### src/rtl/fetch_stage.sv
// Instruction fetch stage: fetch PC, synchronous I-SRAM request, and a one-entry skid buffer
// that holds the fetched word while decode stalls. Redirects on a taken branch cancel from decode.
module fetch_stage #(
    parameter int                    PC_WIDTH    = 32,
    parameter int                    INSTR_WIDTH = 32,
    parameter logic [PC_WIDTH-1:0]   RESET_PC    = 32'h8000_0000,
    localparam int IF_TO_ID_BUS_WIDTH = PC_WIDTH + INSTR_WIDTH,
    localparam int ID_TO_IF_BUS_WIDTH = PC_WIDTH + 2
) (
    input  logic                          clk,
    input  logic                          rst,
    input  logic                          id_allow_in,
    output logic                          if_to_id_valid,
    output logic [IF_TO_ID_BUS_WIDTH-1:0] if_to_id_bus,
    input  logic [ID_TO_IF_BUS_WIDTH-1:0] id_to_if_bus,
    output logic                          inst_sram_en,
    output logic [PC_WIDTH-1:0]           inst_sram_addr,
    input  logic [INSTR_WIDTH-1:0]        inst_sram_rdata
);

    localparam logic [PC_WIDTH-1:0] PC_STEP = PC_WIDTH'(4);

    logic                   branch_taken;
    logic [PC_WIDTH-1:0]    branch_target;
    logic                   branch_taken_cancel;
    logic [PC_WIDTH-1:0]    redirect_pc;

    logic                   if_valid;
    logic [PC_WIDTH-1:0]    if_pc;
    logic [PC_WIDTH-1:0]    pf_pc;
    logic                   buf_valid;
    logic [INSTR_WIDTH-1:0] buf_inst;
    logic [INSTR_WIDTH-1:0] if_inst;

    logic                   if_ready_go;
    logic                   if_allow_in;
    logic                   issue;
    logic                   unused_bits;

    assign {branch_taken, branch_target, branch_taken_cancel} = id_to_if_bus;
    // branch_taken alone means decode has not fired; only the cancel bit redirects.
    assign unused_bits = ^{branch_taken, branch_target[1:0], if_ready_go};
    assign redirect_pc = {branch_target[PC_WIDTH-1:2], 2'b00};

    assign if_ready_go    = if_valid;
    assign if_allow_in    = !if_valid || id_allow_in;
    assign issue          = !rst && (if_allow_in || branch_taken_cancel);

    assign inst_sram_en   = issue;
    assign inst_sram_addr = branch_taken_cancel ? redirect_pc : pf_pc;

    assign if_inst        = buf_valid ? buf_inst : inst_sram_rdata;
    assign if_to_id_valid = if_valid && !branch_taken_cancel;
    assign if_to_id_bus   = {if_pc, if_inst};

    always_ff @(posedge clk) begin
        if (rst) begin
            if_valid  <= 1'b0;
            if_pc     <= RESET_PC;
            pf_pc     <= RESET_PC;
            buf_valid <= 1'b0;
            buf_inst  <= '0;
        end else if (issue) begin
            if_valid  <= 1'b1;
            if_pc     <= inst_sram_addr;
            pf_pc     <= inst_sram_addr + PC_STEP;
            buf_valid <= 1'b0;
        end else if (!buf_valid) begin
            // Not issuing implies IF is valid and stalled: capture rdata while it is still defined.
            buf_valid <= 1'b1;
            buf_inst  <= inst_sram_rdata;
        end
    end

endmodule
### config.mk
export PLATFORM = sky130hd
export DESIGN_NAME = fetch_stage
export DESIGN_NICKNAME = d
export VERILOG_FILES = /design/src/rtl/fetch_stage.sv
export SDC_FILE = /design/constraint.sdc
export NUM_CORES = 1
export LEC_CHECK = 0
export ABC_CLOCK_PERIOD_IN_PS = 2500
export BUFFER_PORTS_ARGS = -buffer_cell sky130_fd_sc_hd__buf_2
export CAP_MARGIN = 20
export CORE_UTILIZATION = 46
export CTS_CLUSTER_SIZE = 20
export DETAILED_ROUTE_END_ITERATION = 16
export PLACE_DENSITY = 0.77
export SYNTH_ARGS = -nofsm -noshare
export SYNTH_HDL_FRONTEND = slang
export SYNTH_SLANG_ARGS = --single-unit
### constraint.sdc
create_clock -name clk -period 2.5 [get_ports clk]
set_clock_uncertainty 0.15 [all_clocks]
set_input_delay 0.125 -clock clk [delete_from_list [all_inputs] [get_ports clk]]
set_output_delay 0.125 -clock clk [all_outputs]
set_load 0.005 [all_outputs]
==> key figures <==
Run status
  – Status: completed

Timing
  – Peak Freq: 443 MHz
  – Period Utilization, post-route: 90.3%
  – Final setup vio count: 0
  – Pins Over Slew Limit: 0
  – Slew HR: 59.0%
  – Fin. Hold Viols: 0
  – RSZ-0062 raised after global routing: no
  – Worst slew pin tran: approximately 0.61 ns
  – Final min period: ~2.3 ns
  – Setup_tns: 0 ns

Global route
  – Largest net degree at the start of global routing: 53
  – Met1 usage in global routing: 32.5%
  – Grt peak-use layer: met2
  – Total GRT Usage: 24.1%
  – Met3 GRT Util: 4.02%
  – First-pass GRT wire length: 21600 um
  – Met2 usage: 39.4%
  – Gr ovfl total: 0
  – Vias in the first global route: 4392
  – Initial antenna violation count: 0

Logic synthesis
  – Largest family of logic cells by synthesized area: simple AND/OR/NAND/NOR gates
  – Avg Inst Size Synth: 8.45 um^2
  – Top FF cell, synth: dfxtp_1
  – Synth Area in Compound Gates: 13.1%
  – Yosys warns: 0
  – Cell variety after synth: 59
  – Multiplexer share of the synthesized area: about an eighth
  – Post-Syn Area: roughly 4900 um^2
  – Post-synth EDFFs: 0
  – Post-synthesis sequential area ratio: 39.2%
  – Post-Synth XOR/XNOR Area: 1.96%
  – Syn_nets: 651
  – Adder-Cell Fraction of Synth Area: 0.255%
  – Synth Area in Simple Gates: 26.2%
  – Gate Count Post-Synth: about 580
  – Async S/R FF share, synth: 0%
  – FF+latch count, synth: 96

CTS
  – CTS tree: built
  – CTS resizes: 0
  – Clock buffer depth: 2
  – Hold-fix buffer count after cts: 0
  – Postcts setup bufs: 0
  – Worst-path clk slew: 0.10 ns
  – CTS sink count: 96
  – CTS Buf Count: 9
  – Worst skew pair latency: 0.36 ns
  – Root buf cell: clkbuf_8
  – CTS H-tree depth: 3

Final layout
  – Nets: 800
  – Area Overhead vs Synth: 24.5%
  – Share of layout cells above drive strength 1: 34.8%
  – # fillers: 932
  – Finished Cell Area: between 6000 and 7000 um^2
  – Fin cells: 872
  – Most frequent cells in the layout: 163 x buf_2, 105 x nor2_1, 96 x dfxtp_1
  – Final core occ: 59.2%
  – Commonest non-fill, non-tap cell in the layout: buf_2

Routing
  – Via-per-instance ratio: 5.49
  – Total Wirelength: 13400 um
  – Vias: 4788
  – DRT Pass-1 Iters: 4
  – DRC: 0
  – Avg WL per Cell: 15.3 um
  – Antenna Nets Post-Route: 0
  – Iter 0 DRT Violations: about 290

Floorplan
  – Chip height: 105 um
  – Die area: 11100 um^2
  – Rows: 37
  – Core Region: 10300 um^2
  – Boundary Pins: 167
  – Starting density of the core: between 40% and 50%
  – Die width: 105 um

Power
  – Pwr dens: 569 nW/um^2
  – VDD IR max: between 0.3 and 0.4 mV
  – Leakage: 2.83 nW
  – Tot Pwr: 0.00348 W

Critical path
  – Startpoint types: flop
  – WS Path Type: flop to flop
  – Largest fanout on the critical path: 6
  – Crit path capture type: flop
  – CP required: 2.61 ns
  – Crit path DAT: 2.37 ns

Placement
  – GPL Wtd Cong: 0.909
  – PortBufs: 163
  – Placed cell area: roughly 5900 um^2
  – DP HPWL: 9730 um
  – Placed cells: 855

Flow run
  – Max-cap violation count: 0

Min path
  – Hold Crit Class: input port to flop
## critical path, cell delays in order (launching register included)
cell and delay [ns]:
dfxtp_1 0.38, mux2_4 0.20, ha_4 0.16, nand4_1 0.13, a22oi_2 0.30, nand4_4 0.20
o311a_1 0.33, a311o_1 0.32
## Yosys cell counts (5+ instances only)
library cell | instances | area share (%)
nor2b_1 | 5 | 0.64
dfxtp_1 | 96 | 39
nor2_1 | 105 | 8.0
inv_1 | 22 | 1.7
or4_1 | 6 | 0.92
a211oi_1 | 20 | 3.1
nand4_1 | 8 | 1.0
a21oi_1 | 21 | 2.1
clkbuf_1 | 24 | 1.8
and3_1 | 5 | 0.64
nor3_1 | 41 | 4.2
nand3_1 | 27 | 2.8
xnor2_1 | 11 | 2.0
nand2_1 | 38 | 2.9
buf_1 | 8 | 0.61
buf_2 | 6 | 0.61
mux2i_1 | 18 | 3.7
nand4b_1 | 5 | 0.89
a21o_1 | 5 | 0.76
mux2_2 | 41 | 9.4
## per-stage QoR
step           setup WS, ns  hold slack, ns
6_report              0.244          0.0148
5_1_grt               0.106         0.00869
4_1_cts               0.260         0.00452
3_5_place_dp          0.182           0.300
3_3_place_gp          0.247           0.294
2_1_floorplan       0.00330           0.170
## power by group
group	internal (W)	switching (W)	total [W]	leakage (nW)
clock	0.000576	0.000581	0.00116	0.108
sequential	0.00163	0.0000593	0.00169	0.790
combinational	0.000293	0.000342	0.000635	1.93
## path summary, 6_finish.rpt
check,depth (start not counted),end,start,slack (ns)
setup / recovery,7,pf_pc[30]$_SDFFE_PP0P_,pf_pc[3]$_SDFFE_PP0P_,0.24
hold / removal,4,buf_inst[0]$_SDFFE_PP0N_,inst_sram_rdata[0],0.01
hold reg to reg,2,if_pc[27]$_SDFFE_PP0P_,if_pc[27]$_SDFFE_PP0P_,0.31
setup reg to reg,7,pf_pc[30]$_SDFFE_PP0P_,pf_pc[3]$_SDFFE_PP0P_,0.24
## per-layer routing
layer | routed length (um) | part of all wire [%]
met5 | 0 | 0
met4 | 201 | 1.5
met2 | 6410 | 48
met3 | 723 | 5.4
met1 | 6030 | 45
## sequential cells by signal (all words and copies together) (netlist names)
register,count
buf_valid,1
if_ready_go,1
if_pc,32
pf_pc,30
buf_inst,32
## area by class of cell
| class | instances | area [um^2] | area share, % |
|---|---|---|---|
| sequential | 96 | 1920 | 31.4 |
| antenna | 1 | 2.50 | 0.0410 |
| clock buffer | 9 | 124 | 2.03 |
| inverter | 23 | 86.3 | 1.41 |
| multi-input combinational | 418 | 2720 | 44.5 |
| clock inverter | 7 | 104 | 1.70 |
| tap | 136 | 170 | 2.78 |
| timing repair buffer | 182 | 983 | 16.1 |
## cell families (layout without fill, tap and decap cells)
logic type,count (synthesis),count (layout)
mux,60,60
buf+inv,67,221
fa+ha+maj,1,1
compound gates,84,84
simple gates,262,262
other cells,0,1
xor+xnor,11,11
flops,96,96
Power figures use the tool's default switching activity.
